--- config.mk ---
export PLATFORM = sky130hd
export DESIGN_NAME = dcm_supervisor
export DESIGN_NICKNAME = d
export VERILOG_FILES = /design/src/rtl/dcm_pkg.sv /design/src/rtl/fx_edge_counter.sv /design/src/rtl/dcm_supervisor.sv
export SDC_FILE = /design/constraint.sdc
export NUM_CORES = 1
export LEC_CHECK = 0
export CAP_MARGIN = 20
export CORE_MARGIN = 2
export CORE_UTILIZATION = 58
export DETAILED_ROUTE_END_ITERATION = 10
export PLACE_DENSITY = 0.8
export SYNTH_ARGS = -nofsm -noshare
export SYNTH_HDL_FRONTEND = slang
export SYNTH_SLANG_ARGS = --single-unit
--- constraint.sdc ---
create_clock -name clk_i -period 3.4 [get_ports clk_i]
set_clock_uncertainty 0.1 [all_clocks]
set_input_delay 0.51 -clock clk_i [delete_from_list [all_inputs] [get_ports clk_i]]
set_output_delay 0.51 -clock clk_i [all_outputs]
set_load 0.01 [all_outputs]
--- src/rtl/dcm_pkg.sv ---
// Shared definitions for the DCM supervisor: state codes, frequency windows, reset limits.
// No logic; constants only.
// No flow control.
package dcm_pkg;

  // Debug state codes, also driven on the STATE output
  typedef enum logic [2:0] {
    S_RST  = 3'd0,
    S_WAIT = 3'd1,
    S_MEAS = 3'd2,
    S_RUN  = 3'd3,
    S_FAIL = 3'd4
  } state_e;

  // The DCM needs RST high for at least three CLKIN cycles
  localparam int unsigned RST_CYCLES_MIN = 3;

  // Accepted FX_TOG transition counts per 1024-cycle window at 66 MHz CLKIN
  // 30 MHz product: 1024 * 30 / 66 ~= 465
  localparam int unsigned FX_MIN_30M  = 455;
  localparam int unsigned FX_MAX_30M  = 475;
  // 120 MHz product: 1024 * 120 / 66 ~= 1862
  localparam int unsigned FX_MIN_120M = 1840;
  localparam int unsigned FX_MAX_120M = 1884;

endpackage

--- src/rtl/fx_edge_counter.sv ---
// Counts CLKFX toggle-flop transitions seen in the CLK domain over a gated window.
// Three-flop synchroniser, so an FX_TOG transition is counted 2-3 CLK cycles later.
// No flow control; count saturates at all-ones instead of wrapping.
module fx_edge_counter #(
  parameter int unsigned CNT_W = 16
) (
  input  logic             clk_i,
  input  logic             rst_n_i,
  input  logic             fx_tog_i,
  input  logic             gate_i,
  input  logic             clr_i,
  input  logic             latch_i,
  output logic [CNT_W-1:0] win_cnt_o,
  output logic [CNT_W-1:0] fx_count_o
);

  localparam logic [CNT_W-1:0] ONE = {{(CNT_W-1){1'b0}}, 1'b1};

  logic [2:0]       sync_q;
  logic [CNT_W-1:0] cnt_q;
  logic [CNT_W-1:0] cnt_d;
  logic [CNT_W-1:0] fx_count_q;
  logic             edge_w;

  // A transition is a difference between synchroniser stages 2 and 3
  assign edge_w = sync_q[1] ^ sync_q[2];

  // Running count including this cycle's edge, held at all-ones once full
  assign cnt_d = (gate_i && edge_w && (cnt_q != '1)) ? (cnt_q + ONE) : cnt_q;

  assign win_cnt_o  = cnt_d;
  assign fx_count_o = fx_count_q;

  // Bring the asynchronous toggle into the CLK domain
  always_ff @(posedge clk_i or negedge rst_n_i) begin
    if (!rst_n_i) begin
      sync_q <= 3'b000;
    end else begin
      sync_q <= {sync_q[1:0], fx_tog_i};
    end
  end

  // Window counter: clear wins, latch publishes the window total and restarts counting
  always_ff @(posedge clk_i or negedge rst_n_i) begin
    if (!rst_n_i) begin
      cnt_q      <= '0;
      fx_count_q <= '0;
    end else if (clr_i) begin
      cnt_q <= '0;
    end else if (latch_i) begin
      cnt_q      <= '0;
      fx_count_q <= cnt_d;
    end else if (gate_i) begin
      cnt_q <= cnt_d;
    end
  end

endmodule

--- src/rtl/dcm_supervisor.sv ---
// Sequences DCM reset, waits for lock, proves CLKFX frequency, then raises READY; gives up after MAX_RETRY.
// All outputs registered; lock/stop changes act 3 cycles after the pin, window verdict 1 cycle after the last gate cycle.
// No flow control; RESTART pulse overrides any other event in the same cycle.
module dcm_supervisor
  import dcm_pkg::*;
#(
  parameter int unsigned RST_CYCLES   = 4,
  parameter int unsigned LOCK_TIMEOUT = 65535,
  parameter int unsigned GATE_CYCLES  = 1024,
  parameter int unsigned FX_MIN       = FX_MIN_30M,
  parameter int unsigned FX_MAX       = FX_MAX_30M,
  parameter int unsigned MAX_RETRY    = 7,
  parameter int unsigned CNT_W        = 16
) (
  input  logic             clk_i,
  input  logic             rst_n_i,
  input  logic             locked_i,
  input  logic             clkin_stop_i,
  input  logic             fx_tog_i,
  input  logic             restart_i,
  output logic             dcm_rst_o,
  output logic             ready_o,
  output logic             fault_o,
  output logic [2:0]       retries_o,
  output logic [CNT_W-1:0] fx_count_o,
  output logic [2:0]       state_o
);

  // Never hold DCM reset for less than the part's minimum
  localparam int unsigned RST_EFF = (RST_CYCLES < RST_CYCLES_MIN) ? RST_CYCLES_MIN : RST_CYCLES;

  localparam logic [CNT_W-1:0] ONE          = {{(CNT_W-1){1'b0}}, 1'b1};
  localparam logic [CNT_W-1:0] RST_LAST     = CNT_W'(RST_EFF - 1);
  localparam logic [CNT_W-1:0] TIMEOUT_LAST = CNT_W'(LOCK_TIMEOUT - 1);
  localparam logic [CNT_W-1:0] GATE_LAST    = CNT_W'(GATE_CYCLES - 1);
  localparam logic [CNT_W-1:0] FX_MIN_C     = CNT_W'(FX_MIN);
  localparam logic [CNT_W-1:0] FX_MAX_C     = CNT_W'(FX_MAX);
  localparam logic [2:0]       RETRY_MAX    = 3'(MAX_RETRY);

  logic [1:0]       lk_sync_q;
  logic [1:0]       st_sync_q;
  state_e           state_q;
  logic [CNT_W-1:0] timer_q;
  logic             dcm_rst_q;
  logic             ready_q;
  logic             fault_q;
  logic [2:0]       retries_q;

  logic             lock_ok;
  logic             gated;
  logic             last_gate;
  logic             cnt_ok;
  logic             fail_evt;
  logic [CNT_W-1:0] win_cnt;
  logic             cnt_clr;
  logic             cnt_latch;

  // LOCKED and STATUS[1] are asynchronous to CLK
  always_ff @(posedge clk_i or negedge rst_n_i) begin
    if (!rst_n_i) begin
      lk_sync_q <= 2'b00;
      st_sync_q <= 2'b00;
    end else begin
      lk_sync_q <= {lk_sync_q[0], locked_i};
      st_sync_q <= {st_sync_q[0], clkin_stop_i};
    end
  end

  assign lock_ok   = lk_sync_q[1] && !st_sync_q[1];
  assign gated     = (state_q == S_MEAS) || (state_q == S_RUN);
  assign last_gate = gated && (timer_q == GATE_LAST);
  assign cnt_ok    = (win_cnt >= FX_MIN_C) && (win_cnt <= FX_MAX_C);

  // Lock loss beats window completion; in S_WAIT a lock in the timeout cycle is not a failure
  assign fail_evt = ((state_q == S_WAIT) && !lock_ok && (timer_q == TIMEOUT_LAST)) ||
                    (gated && (!lock_ok || (last_gate && !cnt_ok)));

  // Counter only runs while a window is open; RESTART discards the window in progress
  assign cnt_clr   = restart_i || !gated;
  assign cnt_latch = last_gate && !restart_i;

  fx_edge_counter #(
    .CNT_W (CNT_W)
  ) u_fx_cnt (
    .clk_i      (clk_i),
    .rst_n_i    (rst_n_i),
    .fx_tog_i   (fx_tog_i),
    .gate_i     (gated),
    .clr_i      (cnt_clr),
    .latch_i    (cnt_latch),
    .win_cnt_o  (win_cnt),
    .fx_count_o (fx_count_o)
  );

  // Supervisor sequence: reset pulse, lock wait, measurement, run, give-up
  always_ff @(posedge clk_i or negedge rst_n_i) begin
    if (!rst_n_i) begin
      state_q   <= S_RST;
      timer_q   <= '0;
      dcm_rst_q <= 1'b1;
      ready_q   <= 1'b0;
      fault_q   <= 1'b0;
      retries_q <= 3'd0;
    end else if (restart_i) begin
      state_q   <= S_RST;
      timer_q   <= '0;
      dcm_rst_q <= 1'b1;
      ready_q   <= 1'b0;
      fault_q   <= 1'b0;
      retries_q <= 3'd0;
    end else if (fail_evt) begin
      timer_q   <= '0;
      dcm_rst_q <= 1'b1;
      ready_q   <= 1'b0;
      if (retries_q == RETRY_MAX) begin
        state_q <= S_FAIL;
        fault_q <= 1'b1;
      end else begin
        state_q   <= S_RST;
        retries_q <= retries_q + 3'd1;
      end
    end else begin
      case (state_q)
        S_RST: begin
          if (timer_q == RST_LAST) begin
            state_q   <= S_WAIT;
            dcm_rst_q <= 1'b0;
            timer_q   <= '0;
          end else begin
            timer_q <= timer_q + ONE;
          end
        end
        S_WAIT: begin
          if (lock_ok) begin
            state_q <= S_MEAS;
            timer_q <= '0;
          end else begin
            timer_q <= timer_q + ONE;
          end
        end
        S_MEAS, S_RUN: begin
          if (last_gate) begin
            state_q <= S_RUN;
            ready_q <= 1'b1;
            timer_q <= '0;
          end else begin
            timer_q <= timer_q + ONE;
          end
        end
        S_FAIL: begin
          dcm_rst_q <= 1'b1;
          fault_q   <= 1'b1;
        end
        default: begin
          state_q   <= S_RST;
          timer_q   <= '0;
          dcm_rst_q <= 1'b1;
          ready_q   <= 1'b0;
        end
      endcase
    end
  end

  assign dcm_rst_o = dcm_rst_q;
  assign ready_o   = ready_q;
  assign fault_o   = fault_q;
  assign retries_o = retries_q;
  assign state_o   = state_q;

endmodule
* Word-level counts from Yosys, hierarchy flattened *
Cells that the tools add are included.

cells by class
  $add $sub $neg = 3
  magnitude comparators = 2
  equality and inequality tests = 17
  multiplexer cells = 32
  bitwise gates (word level) = 2
  reduce and logical (&&, ||, !) cells = 32

operator list
  operator                                              count
  2-to-1 mux 16 bit                                     9
  case mux 16 bit (4 select lines)                      1
  adder 16 x 1 -> 16 bit, second input constant         2
  2-to-1 mux 3 bit                                      9
  == test 16 x 10 -> 1 bit, second input constant       1
  == test 16 bit, second input constant                 1
  == test 16 x 2 -> 1 bit, second input constant        1
  >= comparator 16 x 9 -> 1 bit, second input constant  1
  <= comparator 16 x 9 -> 1 bit, second input constant  1
  != test 16 bit, second input constant                 1
  != test 4 bit, second input constant                  3
  case mux 3 bit (4 select lines)                       1
  logical AND 1 bit                                     10
  2-to-1 mux 1 bit                                      10
  AND reduction 2 bit                                   5
  == test 3 x 2 -> 1 bit, second input constant         2
  == test 3 bit, second input constant                  2
  != test 3 x 1 -> 1 bit, second input constant         2
  nonzero test 3 bit                                    2
  OR reduction 3 bit                                    2
  zero test 1 bit                                       5
  logical OR 1 bit                                      4
  case mux 1 bit (2 select lines)                       2
  AND reduction 4 bit                                   1
  10 further kinds                                      10

word-level totals
  register bits after elaboration = 64
  output and inout port bits = 25
  word-level logic and storage cells = 99

* Longest topological paths before layout *
  depth in word-level cells = 14
  gate-level depth with buffers = 11

* Cells and area by module *
Synthesis repeated with hierarchy kept, for this count alone.

unflattened totals
  cell total of the unflattened synthesis = 355
  area, all modules = 3339.5 um2

modules (own cells, without submodules)
  module           instances  cells an instance  area an instance (um2)  seq. area each (um2)
  fx_edge_counter  1          180                1702.9                  875.8
  dcm_supervisor   1          175                1636.6                  726.9

* Least setup slack after synthesis *
Ideal clock, no wire load.

  path kind = register to register
  start = register u_fx_cnt.cnt_q[0]
  end = register retries_q[0] (netlist: retries_o[0])
  library setup time = 125 ps
  arrival = 2850 ps
  required time = 3175 ps
  path slack = 325 ps
  cell stages (with the launch flop) = 11
  clock period less this slack = 3075 ps
  cells stage by stage = dfrtp_1 -> ha_1 -> buf_6 -> and3_2 -> nand3_4 -> or4_4 -> a211oi_2 -> nand4_1 -> or4_4 -> and3b_4 -> mux2_4

on the way
  longest elaborated chain between the ends = 12
  elaborated cells on any way between the ends = 14

ends and longest elaborated chain
  element                                                                         line                   RTL
  start: declaration                                                              fx_edge_counter.sv:20  logic [CNT_W-1:0] cnt_q;
  start signal: assignment                                                        fx_edge_counter.sv:54  cnt_q <= cnt_d;
  parallel branches: the longest is 2 deep, another holds adder 16 x 1 -> 16 bit  n/a
  2-to-1 mux 16 bit *                                                             fx_edge_counter.sv:29  assign cnt_d = (gate_i && edge_w && (cnt_q != '1)) ? (cnt_q + ONE) : cnt_q;
  >= comparator 16 x 9 -> 1 bit or <= comparator 16 x 9 -> 1 bit (tied branches)  dcm_supervisor.sv:72   assign cnt_ok = (win_cnt >= FX_MIN_C) && (win_cnt <= FX_MAX_C);
  logical AND 1 bit *                                                             dcm_supervisor.sv:72
  zero test 1 bit *                                                               dcm_supervisor.sv:76   (gated && (!lock_ok || (last_gate && !cnt_ok)));
  logical AND 1 bit *                                                             dcm_supervisor.sv:76
  logical OR 1 bit *                                                              dcm_supervisor.sv:76
  logical AND 1 bit *                                                             dcm_supervisor.sv:76
  logical OR 1 bit *                                                              dcm_supervisor.sv:75   assign fail_evt = ((state_q == S_WAIT) && !lock_ok && (timer_q == TIMEOUT_LAST)) ||
  nonzero test 2 bit (no source line) *                                           n/a
  AND reduction 2 bit (no source line) *                                          n/a
  end signal: assignment                                                          dcm_supervisor.sv:120  retries_q <= retries_q + 3'd1;
  end: declaration                                                                dcm_supervisor.sv:47   logic [2:0] retries_q;

Every way passes the cells marked *.
A chain may end at the register's enable or synchronous reset.

* Worst setup path after layout *
  start = register u_fx_cnt.cnt_q[4]
  end = register retries_q[0] (netlist: retries_o[0])

The elaborated chain is that of the path after synthesis.

==> flow_metrics.tcl <==
set metrics [dict create \
    fin_nets 447 \
    finalCriticalPeriod_ns 3.30 \
    max_freq_ghz 0.303 \
    hpwl_mm 6.20 \
    drive_gt1_frac 0.113 \
    rows 28 \
    stdcell_area_um2 4150 \
    path_clk_slew_ns 0.08 \
    dieArea_um2 6760 \
    max_stage_delay_ns 0.53 \
    cap_violations 0 \
    fin_ws_ns 0.101 \
    worst_pin_slew_ns 0.945 \
    routed-via-count 3229 \
    grt_pass1_wl_mm 14.2 \
    async_reset_ff_frac 1.00 \
    netlist_area_um2 3550 \
    arrival_ns 3.41 \
    start_kind "flip-flop" \
    max-slew-margin-rel 0.370 \
    cts_sinks 64 \
    r2r-end "retries_o[0]" \
    io_pins 31 \
    synth_edf_count 0 \
    totalPowerFinal_mw 1.65 \
    cts_buffers 9 \
    grt_max_degree 65 \
    place_area_um2 3960 \
    yosys.cell_types.count 58 \
    worstRegToRegCells 8 \
    critical-path-top-delay-family "simple AND/OR/NAND/NOR gates" \
    r2r_start "u_fx_cnt.cnt_q[4]" \
    crit_slowest_cell "or4_4" \
    cp.buffers_inverters 0 \
    power_leakage_nw 1.65 \
    h-tree-depth 3 \
    synth-main-ff-cell "dfrtp_1" \
    dr.pass1.iters 5 \
    drc 0 \
    synth.net_count 409 \
    dp_slack_ns 0.0598 \
    crit_chain "nand4_2 > or2_1 > or4_4 > a211oi_2 > nand4_1 > or4_4 > and3b_4 > mux2_4" \
    grt_pass1_vias 2842 \
    die_h_um 82.2 \
    status "completed" \
    avgRoutedWirePerCell_um 17.0 \
    clkLatencyLatePin_ns 0.34 \
    die_x_um 82.2 \
    hold_buffers 0 \
    final_util 0.702 \
    start_util 0.600 \
    groute.usage.overall 0.278 \
    diodes 0 \
    power_density_nw_per_um2 397 \
    yosysWarnings 0 \
    post_cts_buffers 0 \
    antenna_found_initial 0 \
    cp_max_fo 9 \
    drt_wl_total_mm 8.77 \
    viasPerCell 6.26 \
    fin_crit_sh 0.970 \
    synthCells 398 \
    drt_iter0_drc 340 \
    final_antenna_net_count 0 \
    io_buffers 30 \
    clock_path_buffers 2 \
    setup_tns_ns 0 \
    rsz0062_at_grt "false" \
    slew_viol_final 0 \
    report.final.setup_viol 0 \
    cts_tree "built" \
    synthToLayoutAreaGrowth_pct 17.0 \
    cts_resized 0 \
    syn_area_per_cell_um2 8.92 \
    gp_congestion 0.923 \
    overflow 0 \
    synth_seq_cells 64 \
    path_class "flip-flop to flip-flop" \
    max-vdd-ir-drop_mv 0.260 \
    required_ns 3.51 \
    final_hold_viol_count 0 \
    core_um2 5920 \
    hp-class "input port to asynchronous set/reset pin" \
    crit_top_cell "or4_4" \
    end_kind "flip-flop" \
    ys_seq_area_frac 0.451 \
    cts_root_buf "clkbuf_8" \
    r2r_setup_slack_ns 0.10 \
]
## stage by stage
stage	hold WS (ns)	cells
after floorplan	0.114	398
after detailed placement	0.236	500
final	0.240	516
after global placement	0.232	500
after global routing	0.257	516
after CTS	0.250	516
## worst register-to-register path: stages, from the launching register on
cell and delay, ns:
dfrtp_1 0.52, nand4_2 0.24, or2_1 0.36, or4_4 0.50, a211oi_2 0.23, nand4_1 0.19
or4_4 0.53, and3b_4 0.23, mux2_4 0.29
## cell usage in the layout, fill, tap and decap left out, types with 3 or more instances in the layout
master and count:
dfrtp_1 61, nor2_1 47, nand2_1 42, o21ai_0 32, clkdlybuf4s50_1 29, a21oi_1 23
nand3_1 18, buf_4 16, nor4_1 13, inv_1 11, nand4_1 11, clkbuf_8 10
nor3_1 9, and2_1 8, or3_1 8, mux2i_1 7, and3_1 6, xnor2_1 6
o31ai_1 4, o211ai_1 4, or4_1 4, a211oi_1 4, ha_1 4, nand2b_1 3
a21o_1 3, a311oi_1 3, a31oi_1 3, nor2b_1 3, nor3b_1 3, clkbuf_1 3
## Yosys cell counts (4+ instances only)
cell type	number	area, um^2
nand4_1	11	68.8
nand3_1	18	90.1
inv_1	11	41.3
a21oi_1	23	115
nor3_1	9	45.0
mux2i_1	7	70.1
nor2_1	47	176
a211oi_1	4	30.0
o31ai_1	4	30.0
clkbuf_1	13	48.8
o211ai_1	4	30.0
or4_1	4	30.0
and3_1	6	37.5
or3_1	8	50.1
and2_1	8	50.1
xnor2_1	6	52.6
o21ai_0	32	160
nor4_1	13	81.3
dfrtp_1	63	1580
ha_1	5	62.6
nand2_1	42	158
## worst max path at each step
stage	depth (start not counted)	start	to
3_3_place_gp	9	u_fx_cnt.cnt_q[0]	retries_o[0]
3_5_place_dp	9	u_fx_cnt.cnt_q[0]	retries_o[0]
6_report	8	u_fx_cnt.cnt_q[4]	retries_o[0]
4_1_cts	9	u_fx_cnt.cnt_q[0]	retries_o[0]
2_1_floorplan	10	u_fx_cnt.cnt_q[0]	retries_o[0]
5_1_grt	8	u_fx_cnt.cnt_q[4]	retries_o[0]
## power by group
part	internal [mW]	total [mW]	switching, mW
Combinational	0.0788	0.183	0.104
Sequential	0.788	0.812	0.0246
Clock	0.359	0.653	0.294
Total	1.23	1.65	0.423
## sequential cells by signal, summed over array words and instances, names as in the netlist
name                 count
st_sync_q                2
u_fx_cnt.sync_q          3
lk_sync_q                2
state_o                  3
u_fx_cnt.fx_count_o     16
u_fx_cnt.cnt_q          16
ready_o                  1
dcm_rst_o                1
retries_o                3
fault_o                  1
timer_q                 16
## metal layers
| metal | vias to the layer above | routed length, um | GRT usage |
|---|---|---|---|
| met5 | - | 0 | 0 |
| met4 | 0 | 187 | 0.103 |
| met3 | 25 | 613 | 0.0457 |
| met2 | 158 | 3850 | 0.390 |
| met1 | 1522 | 4120 | 0.427 |
| li1 | 1524 | - | - |
## area by class of cell
| cell class | count | area [um^2] |
|---|---|---|
| clock buffers | 13 | 149 |
| clock inverters | 3 | 42.5 |
| fillers | 482 | 1770 |
| inverters | 11 | 41.3 |
| multi-input cells | 304 | 1810 |
| flip-flops and latches | 64 | 1610 |
| well taps | 75 | 93.8 |
| repair buffers | 46 | 415 |
## cell families after synthesis
kind of cell               Yosys count  synth area share
and+or+nand+nor                    191             0.284
AOI/OAI and AO/OA                   91             0.159
DFF                                 64             0.451
buffers and inverters               30            0.0405
xor gates and xnor gates             9            0.0243
muxes                                8            0.0240
adders and majority gates            5            0.0176
Power figures use the tool's default switching activity.
